## src/rtl/uart_bus_pkg.sv

```systemverilog
// uart_bus_pkg: shared types and constants for the UART bus arbiter.
// Contents: sequencer state encoding, UART register addresses, bus levels.
package uart_bus_pkg;

    typedef enum logic [1:0] {
        ST_IDLE,
        ST_STROBE,
        ST_RELEASE,
        ST_DONE
    } state_t;

    localparam logic [1:0] REG_TX  = 2'b00;
    localparam logic [1:0] REG_RX  = 2'b01;
    localparam logic [1:0] REG_DIV = 2'b10;

    localparam logic LOW  = 1'b0;
    localparam logic HIGH = 1'b1;

endpackage

```

## src/rtl/uart_bus_arbiter_rr.sv

```systemverilog
// rr_arbiter: combinational round-robin search for the next grant.
// Ports: i_req   - request vector
//        i_ptr   - index of the last served requester
//        o_valid - at least one request is pending
//        o_idx   - first requester found scanning from i_ptr+1 with wrap
module rr_arbiter #(
    parameter int NUM_REQ = 2,
    parameter int PW      = (NUM_REQ > 1) ? $clog2(NUM_REQ) : 1
) (
    input  logic [NUM_REQ-1:0] i_req,
    input  logic [PW-1:0]      i_ptr,
    output logic               o_valid,
    output logic [PW-1:0]      o_idx
);

    // Scan farthest-first so the candidate nearest to i_ptr+1 is written last and wins.
    always_comb begin
        o_valid = 1'b0;
        o_idx   = '0;
        for (int k = NUM_REQ; k >= 1; k--) begin
            if (i_req[PW'((int'(i_ptr) + k) % NUM_REQ)]) begin
                o_valid = 1'b1;
                o_idx   = PW'((int'(i_ptr) + k) % NUM_REQ);
            end
        end
    end

endmodule

```

## src/rtl/uart_bus_arbiter.sv

```systemverilog
// uart_bus_arbiter: round-robin sharing of one UART register port between NUM_REQ requesters.
// Ports: clk, reset       - clock, synchronous active-high reset
//        i_req*           - per-requester request, direction, packed address and write data
//        o_done / o_err   - one-cycle completion / timeout pulse per requester
//        o_rdata          - last read data, valid with o_done
//        o_u_*, i_u_*     - UART side: address, write data, read data, we (LOW = write),
//                           strobe, bus-clock qualifier, acknowledge
module uart_bus_arbiter
    import uart_bus_pkg::*;
#(
    parameter int NUM_REQ   = 2,
    parameter int TIMEOUT   = 255,
    parameter int READ_HOLD = 2
) (
    input  logic                   clk,
    input  logic                   reset,
    input  logic [NUM_REQ-1:0]     i_req,
    input  logic [NUM_REQ-1:0]     i_req_we,
    input  logic [2*NUM_REQ-1:0]   i_req_addr,
    input  logic [8*NUM_REQ-1:0]   i_req_wdata,
    output logic [NUM_REQ-1:0]     o_done,
    output logic [NUM_REQ-1:0]     o_err,
    output logic [7:0]             o_rdata,
    output logic [1:0]             o_u_addr,
    output logic [7:0]             o_u_wdata,
    input  logic [7:0]             i_u_rdata,
    output logic                   o_u_we,
    output logic                   o_u_stb,
    output logic                   o_u_clk,
    input  logic                   i_u_ack
);

    localparam int PW = (NUM_REQ > 1) ? $clog2(NUM_REQ) : 1;

    state_t              r_state;
    logic [PW-1:0]       r_ptr;
    logic [PW-1:0]       r_grant;
    logic                r_we;
    logic [7:0]          r_timer;
    logic [7:0]          r_hold;
    logic [NUM_REQ-1:0]  r_done;
    logic [NUM_REQ-1:0]  r_err;
    logic [7:0]          r_rdata;
    logic [1:0]          r_u_addr;
    logic [7:0]          r_u_wdata;
    logic                r_u_we;
    logic                r_u_stb;
    logic                r_u_clk;

    logic                w_valid;
    logic [PW-1:0]       w_idx;
    logic [1:0]          w_addr  [NUM_REQ];
    logic [7:0]          w_wdata [NUM_REQ];
    logic [7:0]          w_hold_target;
    logic                w_timeout;

    for (genvar g = 0; g < NUM_REQ; g++) begin : g_unpack
        assign w_addr[g]  = i_req_addr[2*g +: 2];
        assign w_wdata[g] = i_req_wdata[8*g +: 8];
    end

    rr_arbiter #(.NUM_REQ(NUM_REQ), .PW(PW)) u_rr (
        .i_req   (i_req),
        .i_ptr   (r_ptr),
        .o_valid (w_valid),
        .o_idx   (w_idx)
    );

    // Cycles u_clk stays high once ack is seen: one for writes, plus READ_HOLD for reads.
    assign w_hold_target = r_we ? 8'd1 : 8'(READ_HOLD + 1);
    assign w_timeout     = (r_state == ST_STROBE || r_state == ST_RELEASE) && r_timer == 8'(TIMEOUT);

    always_ff @(posedge clk) begin
        if (reset) begin
            r_state   <= ST_IDLE;
            r_ptr     <= PW'(NUM_REQ - 1);
            r_grant   <= '0;
            r_we      <= 1'b0;
            r_timer   <= '0;
            r_hold    <= '0;
            r_done    <= '0;
            r_err     <= '0;
            r_rdata   <= '0;
            r_u_addr  <= '0;
            r_u_wdata <= '0;
            r_u_we    <= HIGH;
            r_u_stb   <= LOW;
            r_u_clk   <= LOW;
        end else begin
            r_done <= '0;
            r_err  <= '0;
            if (w_timeout) begin
                r_u_stb <= LOW;
                r_u_clk <= LOW;
                r_err   <= NUM_REQ'(1) << r_grant;
                r_ptr   <= r_grant;
                r_timer <= '0;
                r_state <= ST_IDLE;
            end else begin
                case (r_state)
                    ST_IDLE: begin
                        if (w_valid) begin
                            r_grant   <= w_idx;
                            r_we      <= i_req_we[w_idx];
                            r_u_addr  <= w_addr[w_idx];
                            r_u_wdata <= w_wdata[w_idx];
                            r_u_we    <= ~i_req_we[w_idx];
                            r_u_stb   <= HIGH;
                            r_u_clk   <= HIGH;
                            r_timer   <= '0;
                            r_hold    <= '0;
                            r_state   <= ST_STROBE;
                        end
                    end
                    ST_STROBE: begin
                        r_timer <= r_timer + 8'd1;
                        // r_hold != 0 means ack was already seen; keep counting even if it drops.
                        if (i_u_ack || r_hold != '0) begin
                            if (r_hold == w_hold_target) begin
                                r_u_stb <= LOW;
                                r_u_clk <= LOW;
                                r_timer <= '0;
                                r_state <= ST_RELEASE;
                            end else begin
                                r_hold <= r_hold + 8'd1;
                            end
                        end
                    end
                    ST_RELEASE: begin
                        r_timer <= r_timer + 8'd1;
                        if (!i_u_ack) begin
                            if (!r_we)
                                r_rdata <= i_u_rdata;
                            r_done  <= NUM_REQ'(1) << r_grant;
                            r_timer <= '0;
                            r_state <= ST_DONE;
                        end
                    end
                    default: begin
                        r_ptr   <= r_grant;
                        r_state <= ST_IDLE;
                    end
                endcase
            end
        end
    end

    assign o_done    = r_done;
    assign o_err     = r_err;
    assign o_rdata   = r_rdata;
    assign o_u_addr  = r_u_addr;
    assign o_u_wdata = r_u_wdata;
    assign o_u_we    = r_u_we;
    assign o_u_stb   = r_u_stb;
    assign o_u_clk   = r_u_clk;

endmodule

```

## config.mk

```make
export PLATFORM = sky130hd
export DESIGN_NAME = uart_bus_arbiter
export DESIGN_NICKNAME = d
export VERILOG_FILES = /design/src/rtl/uart_bus_pkg.sv /design/src/rtl/uart_bus_arbiter_rr.sv /design/src/rtl/uart_bus_arbiter.sv
export SDC_FILE = /design/constraint.sdc
export NUM_CORES = 1
export LEC_CHECK = 0
export ABC_AREA = 1
export BUFFER_PORTS_ARGS = -buffer_cell sky130_fd_sc_hd__buf_2
export CAP_MARGIN = 30
export CORE_MARGIN = 2
export CORE_UTILIZATION = 57
export DETAILED_ROUTE_END_ITERATION = 8
export PLACE_DENSITY = 0.85
export SETUP_SLACK_MARGIN = 0.1
export SYNTH_ARGS = -nofsm -noshare
export SYNTH_HDL_FRONTEND = slang
export SYNTH_HIERARCHICAL = 1
export SYNTH_SLANG_ARGS = --single-unit
```

## constraint.sdc

```tcl
create_clock -name clk -period 5 [get_ports clk]
set_input_delay 0.25 -clock clk [delete_from_list [all_inputs] [get_ports clk]]
set_output_delay 0.25 -clock clk [all_outputs]
set_load 0.05 [all_outputs]
```

# Word-level counts from Yosys, hierarchy flattened
# Index checks and enable logic that the tools add are counted.
# word_totals
regBits	45
# op_classes
mux	36
add_sub_neg	4
shift	1
n_reduce_logical	17
n_bitwise	6
order_cmp	4
n_eq_ne	10
# op_table
operator	count
$mux 8	9
$pmux 8 s3	1
$add 8x1->8 const B	2
$mux 2	8
$pmux 8 s2	1
$mux 1	15
$reduce_and 4->1	3
$eq 8x2->1	1
$eq 8x8->1 const B	1
$ne 2x1->1 const B	4
$reduce_bool 8->1	1
$lt 1x3->1 const B	2
$pmux 2 s3	1
$not 1->1	5
$reduce_and 5->1	1
$ne 2x2->1 const B	2
$reduce_or 2->1	2
$reduce_or 4->1	1
$reduce_and 3->1	1
$reduce_bool 3->1	1
$reduce_or 3->1	1
$add 1x1->1 const B	2
$eq 2x1->1 const B	1
$eq 2x2->1 const B	1
10 further kinds	11

# Longest topological paths before layout
# Gate-level depths: netlist (run 1).
# logic_depth
word_depth	10
ltp_mapped	10

# Cells and area by module
# The synthesis (run 1) kept the hierarchy.
# modules_own_cells
module	instances	area_each_um2	cells_each
uart_bus_arbiter	1	2319.7	346
rr_arbiter	1	17.5	3

# Worst setup path after synthesis (run 1)
# Ideal clock, no wire load.
# synth_path
kind	register to register
from	reg r_state[0]
to	reg r_ptr
setup_slack_ns	3.422
stages_incl_launch_ff	10
period_less_slack_ns	1.578
arrival_time_ns	1.446
required_time_ns	4.869
path_cell_list	dfxtp_1 -> inv_1 -> ha_1 -> nand2_1 -> nor2_1 -> nand2_2 -> clkbuf_1 -> nand2_1 -> nand2_1 -> nand3_1
# synth_via
elab_chain_cells	4
word_cells_on_any_way	8
classes_between	3 x eq/ne; 1 x mux; 4 x reduce/logical
# synth_rtl
element	line	source
start: declaration	uart_bus_arbiter.sv:35	state_t r_state;
start signal: assignment	uart_bus_arbiter.sv:75	r_state <= ST_IDLE;
start signal: assignment	uart_bus_arbiter.sv:98	r_state <= ST_IDLE;
start signal: assignment	uart_bus_arbiter.sv:112	r_state <= ST_STROBE;
$eq 2x1->1 / $eq 2x2->1 (equally long branches)	uart_bus_arbiter.sv:71, uart_bus_arbiter.sv:100	
$logic_or 1x1->1	uart_bus_arbiter.sv:71	assign w_timeout = (r_state == ST_STROBE || r_state == ST_RELEASE) && r_timer == 8'(TIMEOUT);
$logic_and 1x1->1	uart_bus_arbiter.sv:71	
$ne 2x1->1 (no line) / $mux 1 (equally long branches)	-	
end signal: assignment	uart_bus_arbiter.sv:76	r_ptr <= PW'(NUM_REQ - 1);
end signal: assignment	uart_bus_arbiter.sv:96	r_ptr <= r_grant;
end signal: assignment	uart_bus_arbiter.sv:140	r_ptr <= r_grant;
end: declaration	uart_bus_arbiter.sv:36	logic [PW-1:0] r_ptr;
# Parallel ways exist; a longest one is shown, timed or not.
# A chain may end at the register's enable or synchronous reset.

# Worst setup path in the final report (run 1)
# layout_path
from	reg r_state[0]
to	reg r_rdata[5] (netlist: o_rdata[5])
# layout_via
elab_chain_cells	5
word_cells_on_any_way	6
classes_between	2 x eq/ne; 1 x bitwise; 3 x reduce/logical
# layout_rtl
element	line	source
$eq 2x1->1 / $eq 2x2->1 (equally long branches)	uart_bus_arbiter.sv:71, uart_bus_arbiter.sv:100	
$logic_or 1x1->1	uart_bus_arbiter.sv:71	
$logic_and 1x1->1	uart_bus_arbiter.sv:71	
$not 1->1 (no line)	-	
$reduce_and 4->1 (no line) *	-	
end signal: assignment	uart_bus_arbiter.sv:133	r_rdata <= i_u_rdata;
end: declaration	uart_bus_arbiter.sv:43	logic [7:0] r_rdata;
# Every way passes the cells marked *; elsewhere a longest branch is shown, timed or not.

==> out/metrics.yaml, run 1 <==
clock_network:
  tritoncts: "built"
  clock_path_buffers: 2
  cts_root_buffer: "clkbuf_8"
  cts-resized-gates: 0
  cts.clk_slew.worst_paths_ns: 0.09
  h-tree-depth: 2
  clkSinkCount: 45
  cts_buffers: 5
  hold_buffers: 0
  postCtsSetupBuffers: 0
  worstSkewPairLatency_ns: 0.31
worst_hold_path:
  hold_class: "in -> reg"
worst_setup_path:
  criticalPathCategory: "reg -> reg"
  critPathRequiredTime_ns: 5.25
  path_max_fanout: 17
  end_kind: "flop"
  critPathLaunchType: "flop"
  cp.arrival_ns: 2.28
pwr:
  power.leakage_uw: 0.001287
  irDropWorstVdd_uv: 333.3
  p_per_area_nw_per_um2: 443.0
route:
  wire_per_inst_um: 11.69
  via_per_inst: 5.143
  firstDrtPassIters: 4
  drt_first_iter_violations: 164
  drc: 0
  finalWirelength_um: 5319
  vias: 2340
  antenna_left: 0
sta:
  fin_skew_ns: 0.009106
  max_freq_ghz: 0.4920
  slew_headroom: 0.6275
  final_max_slew_viol_count: 0
  setup_slack_ns: 2.967
  final.min_clock_period_ns: 2.033
  final_hold_viol_count: 0
  tns_ns: 0
  fin_crit_sh: 0.4065
  rsz0062_at_grt: "no"
  setup_viol: 0
  tightest_slew_ns: 0.5587
yosys:
  ys_seq_area_frac: 0.3854
  synth-seq-cells: 45
  synth_top_area_cell: "dfxtp_1"
  synth_edf_count: 0
  yosys_warnings: 6
  avgSynthCellArea_um2: 6.697
  synth.cell_area_um2: 2337
  yosys-top-cells-area: "dfxtp_1, nand2_1, nand3_1"
  ys.flop_type: "dfxtp_1"
  synthCells: 349
  syn_nets: 391
  ys_types: 27
  synthArstFlopShare: 0
  yosysMostFrequentCell: "nand2_1"
  yosysTopAreaCellShare: 0.3854
  ys_top_cells_by_count: "nand2_1, dfxtp_1, nor2_1"
floorplanning:
  rows: 23
  die_w_um: 68.04
  fp.coreArea_um2: 3971
  start_util: 0.5885
  die_height_um: 68.04
  boundaryPins: 60
  dieArea_um2: 4629
cells_and_area:
  nNetsFinal: 446
  drive_gt1_frac: 0.2074
  antenna-diode-count: 0
  areaGrowthSynthToFinish_pct: 16.81
  final_cells: 455
global_routing:
  grt_pass1_vias: 1969
  grt_pass1_wl_um: 8487
  grt_overflow_total: 0
  grt_usage: 0.2434
  antenna_found_initial: 0
  grt_max_degree: 23
placement:
  place_ws_ns: 3.003
  gp_congestion: 0.8357
  dp_cells: 447
  dp_hpwl_um: 3917
  io_buffers: 58
job:
  drv_cap: 0
run_status:
  status: "completed"
sequential cells by signal (all words and copies together), names as in the netlist, 2 cells and up:
signal     count
r_state        2
r_timer        8
o_err          2
o_u_wdata      8
r_hold         8
o_u_addr       2
o_rdata        8
o_done         2
cell families (layout without fill, tap and decap cells):
group / after synthesis / count (layout) / share of synthesized area
XOR/XNOR: 3 / 3 / 0.01124
flip-flops: 45 / 45 / 0.3854
AO/OA/AOI/OAI: 49 / 49 / 0.1092
buffers and inverters: 43 / 99 / 0.07441
adder cells (fa/ha/maj): 7 / 7 / 0.03747
AND/OR/NAND/NOR: 202 / 202 / 0.3822
final timing paths:
path	from	endpoint	slack, ns	cells past startpoint
worst max-delay path	r_state[0]	o_rdata[5]	2.97	9
worst min-delay path	i_u_rdata[1]	o_rdata[1]	0.18	3
worst max register to register	r_state[0]	o_rdata[5]	2.97	9
worst min register to register	o_u_wdata[4]	o_u_wdata[4]	0.47	2
power breakdown:
part	switching [uW]	internal (uW)	leakage, uW
Clock	131	99.2	0.0000445
Combinational	396	144	0.000877
Sequential	32.9	407	0.000366
Total	560	650	0.00129
metrics by stage:
stage | hold slack (ns) | power, uW | cell area (um^2) | util
after CTS | 0.1694 | 1212 | 2730 | 0.6875
after detailed placement | 0.4515 | 984.6 | 2640 | 0.6648
after floorplan | 0.3988 | 871.6 | 2337 | -
after global routing | 0.1671 | 1287 | 2730 | 0.6875
after global placement | 0.4455 | 969.9 | 2640 | 0.6648
final | 0.1781 | 1209 | 2730 | 0.6875
per-layer routing:
metal	GRT usage	routed length [um]
met3	0.05921	238
met5	0	0
met4	0.09750	72
met1	0.2838	2398
met2	0.4260	2610
critical path, cell delays in order (launching register included):
cell and delay, ns:
dfxtp_1 0.39, inv_1 0.08, ha_1 0.34, nand2_1 0.08, nor2_1 0.05, nand2_2 0.30, nand4_2 0.32, inv_2 0.23
nor2_1 0.06, nor2_1 0.10
cell usage in the layout (no fill, tap or decap), types with 7 or more instances in the layout:
cell type / instances
nand2_1: 104
buf_2: 58
dfxtp_1: 45
nor2_1: 42
nand3_1: 36
a21oi_1: 34
inv_1: 28
o21ai_1: 8
ha_1: 7
area by class of cell:
cell class,instances,area (um^2)
multi-input combinational,261,1262
fill,351,1241
sequential,45,900.9
timing repair buffer,58,290.3
inverter,33,123.9
clock buffer,5,68.82
tap,50,62.56
clock inverter,3,21.27
(Power assumes the default switching activity.)
==> run 2: changes to the inputs <==
- ABC_AREA: 1 -> 0
- CORE_UTILIZATION: 57 -> 52
- PLACE_DENSITY: 0.85 -> 0.79
- clock period: 5 -> 1.9 ns (I/O delays scaled with it)
==> out/metrics.yaml, run 2 <==
yosys:
  synth_top_area_cell: "dfxtp_1"
  ys_top_cells_by_count: "dfxtp_1, nor2_1, mux2i_1"
  ys_seq_area_frac: 0.3956
  ys_types: 47
  synthCells: 259
  yosysTopAreaCellShare: 0.3956
  synthArstFlopShare: 0
  synth-simple-area-share: 0.2313
  yosys_warnings: 6
  avgSynthCellArea_um2: 8.792
  synth_fa_ha_area_frac: 0.03846
  synth.area.mux_share: 0.09231
  synth-seq-cells: 45
  synth_compound_area_frac: 0.1824
  yosys-top-cells-area: "dfxtp_1, mux2i_1, nor2_1"
  synth.cell_area_um2: 2277
  ys.flop_type: "dfxtp_1"
  yosys.area_share.xor_xnor: 0.003846
  synth_top_family_by_area: "simple AND/OR/NAND/NOR gates"
  syn_nets: 301
  synth_edf_count: 0
  yosysMostFrequentCell: "dfxtp_1"
worst_setup_path:
  end_kind: "flop"
  path_max_fanout: 7
  cp.arrival_ns: 2.18
  critPathLaunchType: "flop"
  critPathRequiredTime_ns: 2.13
  criticalPathCategory: "reg -> reg"
floorplanning:
  dieArea_um2: 4925
  die_w_um: 70.18
  rows: 24
  boundaryPins: 60
  die_height_um: 70.18
  start_util: 0.5303
  fp.coreArea_um2: 4294
route:
  antenna_left: 0
  finalWirelength_um: 5934
  wire_per_inst_um: 15.18
  drt_first_iter_violations: 156
  via_per_inst: 5.749
  vias: 2248
  firstDrtPassIters: 4
  drc: 0
sta:
  slew_headroom: 0.6557
  setup_viol: 5
  final_max_slew_viol_count: 0
  tightest_slew_ns: 0.5145
  max_freq_ghz: 0.5137
  rsz0062_at_grt: "yes"
  final.min_clock_period_ns: 1.947
  fin_crit_sh: 1.025
  fin_skew_ns: 0.007152
  setup_slack_ns: -0.04676
  final_hold_viol_count: 0
run_status:
  violations: "negative setup slack"
  status: "complete, but fails checks"
clock_network:
  cts.clk_slew.worst_paths_ns: 0.08
  cts_buffers: 5
  hold_buffers: 0
  cts_root_buffer: "clkbuf_8"
  tritoncts: "built"
  clkSinkCount: 45
  worstSkewPairLatency_ns: 0.30
  clock_path_buffers: 2
  h-tree-depth: 2
global_routing:
  grt_max_degree: 24
  grt_overflow_total: 0
  grt_usage: 0.2303
  antenna_found_initial: 0
  grt_pass1_wl_um: 9225
  grt_pass1_vias: 2046
cells_and_area:
  areaGrowthSynthToFinish_pct: 32.58
  final_cell_mix: "buf_2, dfxtp_1, buf_4"
  area.sequential_um2: 910.9
  post-route-util: 0.7031
  final_common_cell: "buf_2"
  drive_gt1_frac: 0.4071
  final_cells: 391
  multiInputGateArea_um2: 1381
  nNetsFinal: 381
  fillers: 334
  antenna-diode-count: 0
pwr:
  p_per_area_nw_per_um2: 1180
  power.leakage_uw: 0.001349
  irDropWorstVdd_uv: 782.5
placement:
  dp_cells: 383
  dp_hpwl_um: 4188
  io_buffers: 58
  gp_congestion: 0.9183
job:
  drv_cap: 0
worst_hold_path:
  hold_class: "in -> reg"
[run 2: cell types whose count changed in the layout (fill, tap and decap cells not counted), sizes merged, moves of 5 or more]
cell / delta
nor2: -20
nand2: -92
a211oi: +11
buf: +30
or3: +6
nor3: +5
nand2b: +5
mux2i: +21
and3: +6
nand3: -25
a21oi: -15
inv: -26
[run 2: layer usage]
metal  vias to the layer above  GRT usage  routed length (um)
met5                         -          0                   0
met4                         0    0.06410                  63
met3                         9    0.04040                 248
met2                        57     0.4148                3196
met1                      1078     0.2812                2426
li1                       1104          -                   -
[run 2: logic make-up (layout without fill, tap and decap cells)]
family | count (synthesis) | after routing
AOI/OAI and AO/OA | 63 | 63
buffers and inverters | 23 | 103
xor gates and xnor gates | 1 | 1
and+or+nand+nor | 99 | 99
adders and majority gates | 7 | 7
DFF | 45 | 45
muxes | 21 | 21
[run 2: worst paths after layout]
path	from	to	slack (ns)	cells after the start
min reg2reg	o_u_we	o_u_we	0.48	2
max	r_state[1]	r_hold[7]	-0.05	7
max reg2reg	r_state[1]	r_hold[7]	-0.05	7
min	i_u_rdata[4]	o_rdata[4]	0.03	3
[run 2: cell type report]
cell class	instances	area share
multi-input cells	191	0.4575
repair buffers	88	0.1749
inverters	8	0.009946
flip-flops and latches	45	0.3017
clock inverters	2	0.01160
clock buffers	5	0.02279
well taps	52	0.02155
[run 2: metrics by stage]
step / worst slack [ns] / hold slack [ns] / total power, uW / setup TNS [ns] / area (um^2)
after global placement: -0.1037 / 0.3245 / 2681 / -0.2495 / 2806
after detailed placement: -0.1293 / 0.3358 / 2721 / -0.3773 / 2806
after floorplan: -0.07459 / 0.2389 / 2346 / -0.1038 / 2340
after global routing: -0.1684 / 0.03004 / 3754 / -0.6888 / 3019
after CTS: -0.04059 / 0.03034 / 3427 / -0.07848 / 2934
final: -0.04676 / 0.03271 / 3562 / -0.1329 / 3019
[run 2: report_power, final]
part	internal [uW]	switching (uW)
Combinational	657	1050
Sequential	1080	80.2
Clock	382	311
Total	2120	1440
[run 2: timing repair]
item | in CTS | in global routing
pin swaps | 3 | 9
gates resized for setup | 6 | 19
setup endpoints to repair | 27 | 31
cloned | 0 | 0
buffers inserted | 0 | 1
[run 2: critical path, cell delays in order, from the launching register on]
cell,delay [ns]
dfxtp_2,0.34
inv_2,0.05
ha_4,0.23
nand4_1,0.10
nor2_2,0.06
or4_4,0.57
or4_1,0.41
a21oi_1,0.12
